===== config.mk =====
export PLATFORM = sky130hd
export DESIGN_NAME = clfsr_stream_cipher
export DESIGN_NICKNAME = d
export VERILOG_FILES = /design/src/rtl/clfsr_stream_cipher.sv
export SDC_FILE = /design/constraint.sdc
export NUM_CORES = 1
export LEC_CHECK = 0
export CAP_MARGIN = 20
export CORE_MARGIN = 2
export CORE_UTILIZATION = 35
export CTS_CLUSTER_SIZE = 25
export DETAILED_ROUTE_END_ITERATION = 8
export DONT_BUFFER_PORTS = 1
export GPL_TIMING_DRIVEN = 0
export PLACE_DENSITY_LB_ADDON = 0.1
export SLEW_MARGIN = 10
export SYNTH_ARGS = -nofsm -noshare
export SYNTH_HDL_FRONTEND = slang
export SYNTH_SLANG_ARGS = --single-unit

===== constraint.sdc =====
create_clock -name clk -period 7.7 [get_ports clk]
set_input_delay 1.54 -clock clk [delete_from_list [all_inputs] [get_ports clk]]
set_output_delay 1.54 -clock clk [all_outputs]
set_load 0.03 [all_outputs]

===== src/rtl/clfsr_stream_cipher.sv =====
// Streams LEN multi-channel pixels from a source memory, combines each channel
// with a chaotic-LFSR keystream word (add/sub or XOR) and writes a destination memory.
module clfsr_stream_cipher #(
    parameter int DATA_W = 8,
    parameter int NCH    = 3,
    parameter int ADDR_W = 14
) (
    input  logic                  clk,
    input  logic                  rst,
    input  logic                  start,
    input  logic [ADDR_W:0]       len,
    input  logic                  decrypt,
    input  logic                  xor_mode,
    input  logic                  key_valid,
    input  logic [NCH*DATA_W-1:0] key_data,
    output logic                  key_ready,
    output logic                  rd_en,
    output logic [ADDR_W-1:0]     rd_addr,
    input  logic [NCH*DATA_W-1:0] rd_data,
    output logic                  wr_en,
    output logic [ADDR_W-1:0]     wr_addr,
    output logic [NCH*DATA_W-1:0] wr_data,
    output logic                  busy,
    output logic                  done
);

    localparam int PIX_W = NCH * DATA_W;
    localparam logic [ADDR_W:0] ONE = (ADDR_W+1)'(1);

    typedef enum logic [1:0] {
        IDLE,
        RUN,
        DRAIN,
        DONE
    } state_t;

    state_t             state;
    logic [ADDR_W:0]    len_q;
    logic               dec_q;
    logic               xor_q;
    logic [ADDR_W:0]    issue_cnt;
    logic               s1_valid;
    logic [PIX_W-1:0]   s1_key;
    logic [ADDR_W-1:0]  s1_addr;
    logic [PIX_W-1:0]   comb;
    logic               issue;

    // The keystream handshake and memory read must respond in the same cycle as key_valid.
    assign issue     = (state == RUN) && key_valid;
    assign key_ready = issue;
    assign rd_en     = issue;
    assign rd_addr   = issue_cnt[ADDR_W-1:0];
    assign busy      = (state == RUN) || (state == DRAIN);
    assign done      = (state == DONE);

    always_comb begin
        comb = '0;
        for (int c = 0; c < NCH; c++) begin
            if (xor_q)
                comb[c*DATA_W +: DATA_W] = rd_data[c*DATA_W +: DATA_W] ^ s1_key[c*DATA_W +: DATA_W];
            else if (dec_q)
                comb[c*DATA_W +: DATA_W] = rd_data[c*DATA_W +: DATA_W] - s1_key[c*DATA_W +: DATA_W];
            else
                comb[c*DATA_W +: DATA_W] = rd_data[c*DATA_W +: DATA_W] + s1_key[c*DATA_W +: DATA_W];
        end
    end

    always_ff @(posedge clk) begin
        if (!rst) begin
            state     <= IDLE;
            len_q     <= '0;
            dec_q     <= 1'b0;
            xor_q     <= 1'b0;
            issue_cnt <= '0;
            s1_valid  <= 1'b0;
            s1_key    <= '0;
            s1_addr   <= '0;
            wr_en     <= 1'b0;
            wr_addr   <= '0;
            wr_data   <= '0;
        end else begin
            // Stage 2: rd_data for the stage-1 pixel is present this cycle.
            wr_en <= s1_valid;
            if (s1_valid) begin
                wr_addr <= s1_addr;
                wr_data <= comb;
            end
            s1_valid <= 1'b0;

            case (state)
                IDLE, DONE: begin
                    if (start) begin
                        len_q     <= len;
                        dec_q     <= decrypt;
                        xor_q     <= xor_mode;
                        issue_cnt <= '0;
                        state     <= (len == '0) ? DONE : RUN;
                    end
                end
                RUN: begin
                    if (key_valid) begin
                        s1_valid  <= 1'b1;
                        s1_key    <= key_data;
                        s1_addr   <= issue_cnt[ADDR_W-1:0];
                        issue_cnt <= issue_cnt + ONE;
                        if (issue_cnt == len_q - ONE)
                            state <= DRAIN;
                    end
                end
                DRAIN: begin
                    // Last write is on the bus and nothing is left in stage 1.
                    if (wr_en && !s1_valid)
                        state <= DONE;
                end
                default: state <= IDLE;
            endcase
        end
    end

endmodule

# After elaboration in Yosys (flattened, before gate mapping)
# Cells that the tools add are included.
[totals] reg_bits=112 input_bits=69 out_inout_bits=57 word_cells=59
[op_classes] add_sub_neg=8 n_eq_ne=8 muxes=16 n_bitwise=3 n_reduce_logical=13
[op_table] cell="two-way mux 8 bit" n=6
[op_table] cell="two-way mux 15 bit" n=2
[op_table] cell="one-hot mux 15 bit (2 select lines)" n=1
[op_table] cell="adder 8 bit" n=3
[op_table] cell="subtractor 8 bit" n=3
[op_table] cell="bitwise XOR 8 bit" n=3
[op_table] cell="adder 15 x 1 -> 15 bit, second input constant" n=1
[op_table] cell="equality test 15 bit" n=1
[op_table] cell="zero test 15 bit" n=1
[op_table] cell="subtractor 15 x 1 -> 15 bit, second input constant" n=1
[op_table] cell="two-way mux 2 bit" n=5
[op_table] cell="one-hot mux 2 bit (3 select lines)" n=1
[op_table] cell="AND reduction 2 bit" n=3
[op_table] cell="equality test 2 bit, second input constant" n=2
[op_table] cell="inequality test 2 x 1 -> 1 bit, second input constant" n=2
[op_table] cell="inequality test 2 bit, second input constant" n=2
[op_table] cell="AND reduction 4 bit" n=1
[op_table] cell="AND reduction 3 bit" n=1
[op_table] cell="equality test 2 x 1 -> 1 bit, second input constant" n=1
[op_table] cell="logical AND 1 bit" n=2
[op_table] cell="zero test 2 bit" n=1
[op_table] cell="nonzero test 2 bit" n=1
[op_table] cell="OR reduction 2 bit" n=1
[op_table] cell="zero test 1 bit" n=1
[op_table] cell="2 further kinds" n=2

# Depth between registers and ports, before layout
[depth] depth_word=5 ltp_mapped=12 depth_no_buf=12

# Least setup slack after synthesis
# Ideal clock, no wire load.
[synth_path] path_type="input to output" from="input key_valid" to="output rd_en" arrival_time_ps=2478 t_required_ps=6160 path_slack_ps=3682 stages=4 path_buffers=2 path_cell_list="nand2_1 > inv_1 > clkbuf_1 > buf_4"
[synth_via] elab_chain_len=1
[synth_lines] element="from (decl)" line="14" source="input logic key_valid,"
[synth_lines] element="logical AND 1 bit" line="49" source="assign issue = (state == RUN) && key_valid;"
[synth_lines] element="to (decl)" line="17" source="output logic rd_en,"
# Every way passes these cells.

# Final worst setup path
# Ends and elaborated chain as after synthesis.

==> results.json <==
{
  "synth_edf_count": 0,
  "period_minus_slack_ns": 4.21,
  "synthesis.area_sq_um": 6340,
  "yosysWarningCount": 0,
  "root_buffer": "sky130_fd_sc_hd__clkbuf_16",
  "synth.area.mux_share": 0.0411,
  "drtPass1Iterations": 4,
  "grt_overflow_total": 0,
  "detailed_place_hpwl_mm": 13.8,
  "synthDominantAreaCellType": "sky130_fd_sc_hd__dfxtp_1",
  "post_cts_buffers": 0,
  "detail_route.wirelength_mm": 17.9,
  "pin_count": 126,
  "syn_area_per_cell_sq_um": 7.95,
  "share_of_the_synthesized_area_in_compound_gates_ao_oa_aoi_oai": 0.156,
  "run_status": "completed",
  "final-max-slew-violation-count": 0,
  "synth.ff_latch_count": 112,
  "start_util": 0.355,
  "antenna_found_initial": 0,
  "worstPathBufferInverterCount": 3,
  "power-per-cell-area_nw_per_um2": 313,
  "core_region_area_sq_um": 17800,
  "cts-root-to-sink-buffers": 2,
  "global_route.usage.total": 0.185,
  "hold_path_depth": 2,
  "worstSetupPathType": "input pin to primary output",
  "critical-path-top-delay-family": "buffers and inverters",
  "rsz0062_at_grt": "no",
  "synth_xor_area_frac": 0.113,
  "clkLatencyLatePin_ns": 0.36,
  "clock-sinks": 112,
  "cp_cell_sequence": "nand2_1 > inv_1 > clkbuf_1 > buf_4",
  "cts_max_level": 3,
  "dr_total_vias": 5327,
  "clk_transition_reported_paths_ns": 0.08,
  "io_port_bufs": 0,
  "library_cell_with_the_highest_instance_count_after_synthesis": "sky130_fd_sc_hd__nand2_1",
  "detail_route.iter0.violations": 234,
  "timing.reg2reg.worst_path_depth": 11,
  "antenna_left": 0,
  "critical_path.endpoint_type": "primary output",
  "timing.critical_path.slowest_cell_delay_ns": 0.61,
  "hold_class": "flop to flop",
  "postCtsResizedCells": 0,
  "max_clock_freq_mhz": 238,
  "ys_dominant_reg_cell": "sky130_fd_sc_hd__dfxtp_1",
  "place.gp.congestion": 0.857,
  "netlist_top_cells_area": "sky130_fd_sc_hd__dfxtp_1, sky130_fd_sc_hd__nand2_1, sky130_fd_sc_hd__xnor2_1",
  "layout-area-overhead-vs-synth_pct": 9.44,
  "finalSetupTns_ns": 0,
  "synth-async-reset-ratio": 0,
  "post_drt_via_cell_ratio": 5.11,
  "global_route_wire_length_before_repair_mm": 28.1,
  "synth-adder-area-share": 0.0687,
  "floorplan.die_area_sq_um": 19200,
  "die_x_um": 139,
  "synth_top_cells_by_count": "sky130_fd_sc_hd__nand2_1, sky130_fd_sc_hd__dfxtp_1, sky130_fd_sc_hd__a21oi_1",
  "worstReg2RegEnd": "wr_data[7]",
  "power.leakage_nw": 2.52,
  "vdd_drop_max_v": 0.000131,
  "layout_cells_sized_above_1": 0.0504,
  "worstHoldStart": "s1_addr[2]",
  "yosys.area_share.simple": 0.201,
  "synthesis.nets": 899,
  "grt_start_max_net_pins": 21,
  "final_min_period_over_clock_period": 0.546,
  "numCtsBuffers": 9,
  "worst_ep_required_time_ns": 6.16,
  "worst-slew-pin-transition_ns": 0.962,
  "floorplan.die.height_um": 139,
  "nets": 910,
  "reg2reg_from": "dec_q",
  "worstHoldEndpoint": "s1_addr[2]",
  "cts_hold_buf": 0,
  "reg2reg_slack_ns": 3.79,
  "cts_tree": "yes",
  "insertedDiodeCount": 0,
  "number_of_placement_rows": 49,
  "critPathLaunchType": "input pin",
  "yosysSeqAreaShare": 0.354,
  "drt_drc_violations_left": 0,
  "synthesis.instances": 797,
  "hold-worst-slack_ns": 0.460,
  "max_cap_viols": 0,
  "crit_arrival_ns": 2.67,
  "synth_top_family_by_area": "simple AND/OR/NAND/NOR gates",
  "routedWlPerCell_um": 17.2,
  "slew-limit-headroom": 0.358,
  "synth.top_cell.area_share": 0.354,
  "path_max_fanout": 11,
  "timing_hold_violations_final": 0,
  "yosys.cell_types.count": 57,
  "finClkSkew_ns": 0.0107,
  "number_of_global_route_vias_before_repair": 5209,
  "timing.final.setup_violations": 0,
  "critical-path-slowest-cell": "sky130_fd_sc_hd__clkbuf_1"
}
## stage by stage
step / area, sq um / std cells / total power (W) / util / setup slack (ns)
floorplan: 6340 / 797 / 0.00147 / - / 3.68
global placement: 6630 / 1026 / 0.00167 / 0.371 / 3.47
detailed placement: 6630 / 1026 / 0.00169 / 0.371 / 3.47
CTS: 6940 / 1042 / 0.00220 / 0.389 / 3.46
global route: 6940 / 1042 / 0.00234 / 0.389 / 3.38
finish: 6940 / 1042 / 0.00217 / 0.389 / 3.49
## state kept, by name, indices dropped and copies added, names as in the netlist
name,count
xor_q,1
s1_addr,14
wr_addr,14
dec_q,1
wr_data,24
s1_valid,1
len_q,15
state,2
issue_cnt,15
wr_en,1
s1_key,24
## metal layers
metal  vias to the layer above  GRT usage  share of wire
met1                      2493      0.229           0.44
met3                        24     0.0487          0.064
met2                       111      0.312           0.47
met4                         0     0.0687          0.022
li1                       2699          -              -
met5                         -          0              0
## how the worst max path moves through the flow
| stage | startpoint | endpoint | slack, ns | depth (start not counted) |
|---|---|---|---|---|
| after floorplan | key_valid | rd_en | 3.68 | 4 |
| after global placement | key_valid | rd_en | 3.47 | 4 |
| after detailed placement | key_valid | rd_en | 3.47 | 4 |
| after CTS | key_valid | rd_en | 3.46 | 4 |
| after global routing | key_valid | rd_en | 3.38 | 4 |
| final | key_valid | rd_en | 3.49 | 4 |
## final cells by class
class / instances / area [sq um]
fill: 1874 / 10900
tap: 229 / 287
clock inverter: 7 / 86.3
sequential: 112 / 2240
buffer: 59 / 289
multi-input combinational: 591 / 3680
clock buffer: 9 / 225
inverter: 35 / 131
## where the power goes
group          switching [W]  leakage (nW)  internal (W)  total, W
sequential         0.0000994         0.908      0.000637  0.000737
combinational       0.000546          1.46      0.000385  0.000931
clock               0.000245         0.150      0.000261  0.000506
total               0.000890          2.52       0.00128   0.00217
## layout by cell type (no fill, tap or decap), drive strengths merged, types with 5 or more instances in the layout
| cell type | count |
|---|---|
| a211oi | 10 |
| a21oi | 78 |
| a31oi | 11 |
| buf | 22 |
| clkbuf | 46 |
| dfxtp | 112 |
| ha | 30 |
| inv | 38 |
| mux2i | 26 |
| nand2 | 139 |
| nand2b | 5 |
| nand3 | 8 |
| nand4 | 6 |
| nor2 | 76 |
| nor2b | 12 |
| nor3 | 10 |
| nor4 | 11 |
| o21ai | 33 |
| xnor2 | 46 |
| xor2 | 36 |
## worst reg2reg max path, stage by stage (launching register included)
cell and delay (ns):
sky130_fd_sc_hd__dfxtp_1 0.51, sky130_fd_sc_hd__clkbuf_1 0.48, sky130_fd_sc_hd__clkbuf_1 0.64, sky130_fd_sc_hd__mux2i_1 0.38
sky130_fd_sc_hd__ha_1 0.28, sky130_fd_sc_hd__nor2b_1 0.13, sky130_fd_sc_hd__o21ai_0 0.20, sky130_fd_sc_hd__a21oi_1 0.14
sky130_fd_sc_hd__o41ai_1 0.37, sky130_fd_sc_hd__xnor2_1 0.19, sky130_fd_sc_hd__o211a_1 0.24, sky130_fd_sc_hd__o31a_1 0.26
## cells by family after synthesis
family / count (synthesis)
AOI/OAI and AO/OA: 165
xor gates and xnor gates: 82
muxes: 26
and+or+nand+nor: 285
adders and majority gates: 33
buffers and inverters: 94
DFF: 112
(Power assumes the default switching activity.)
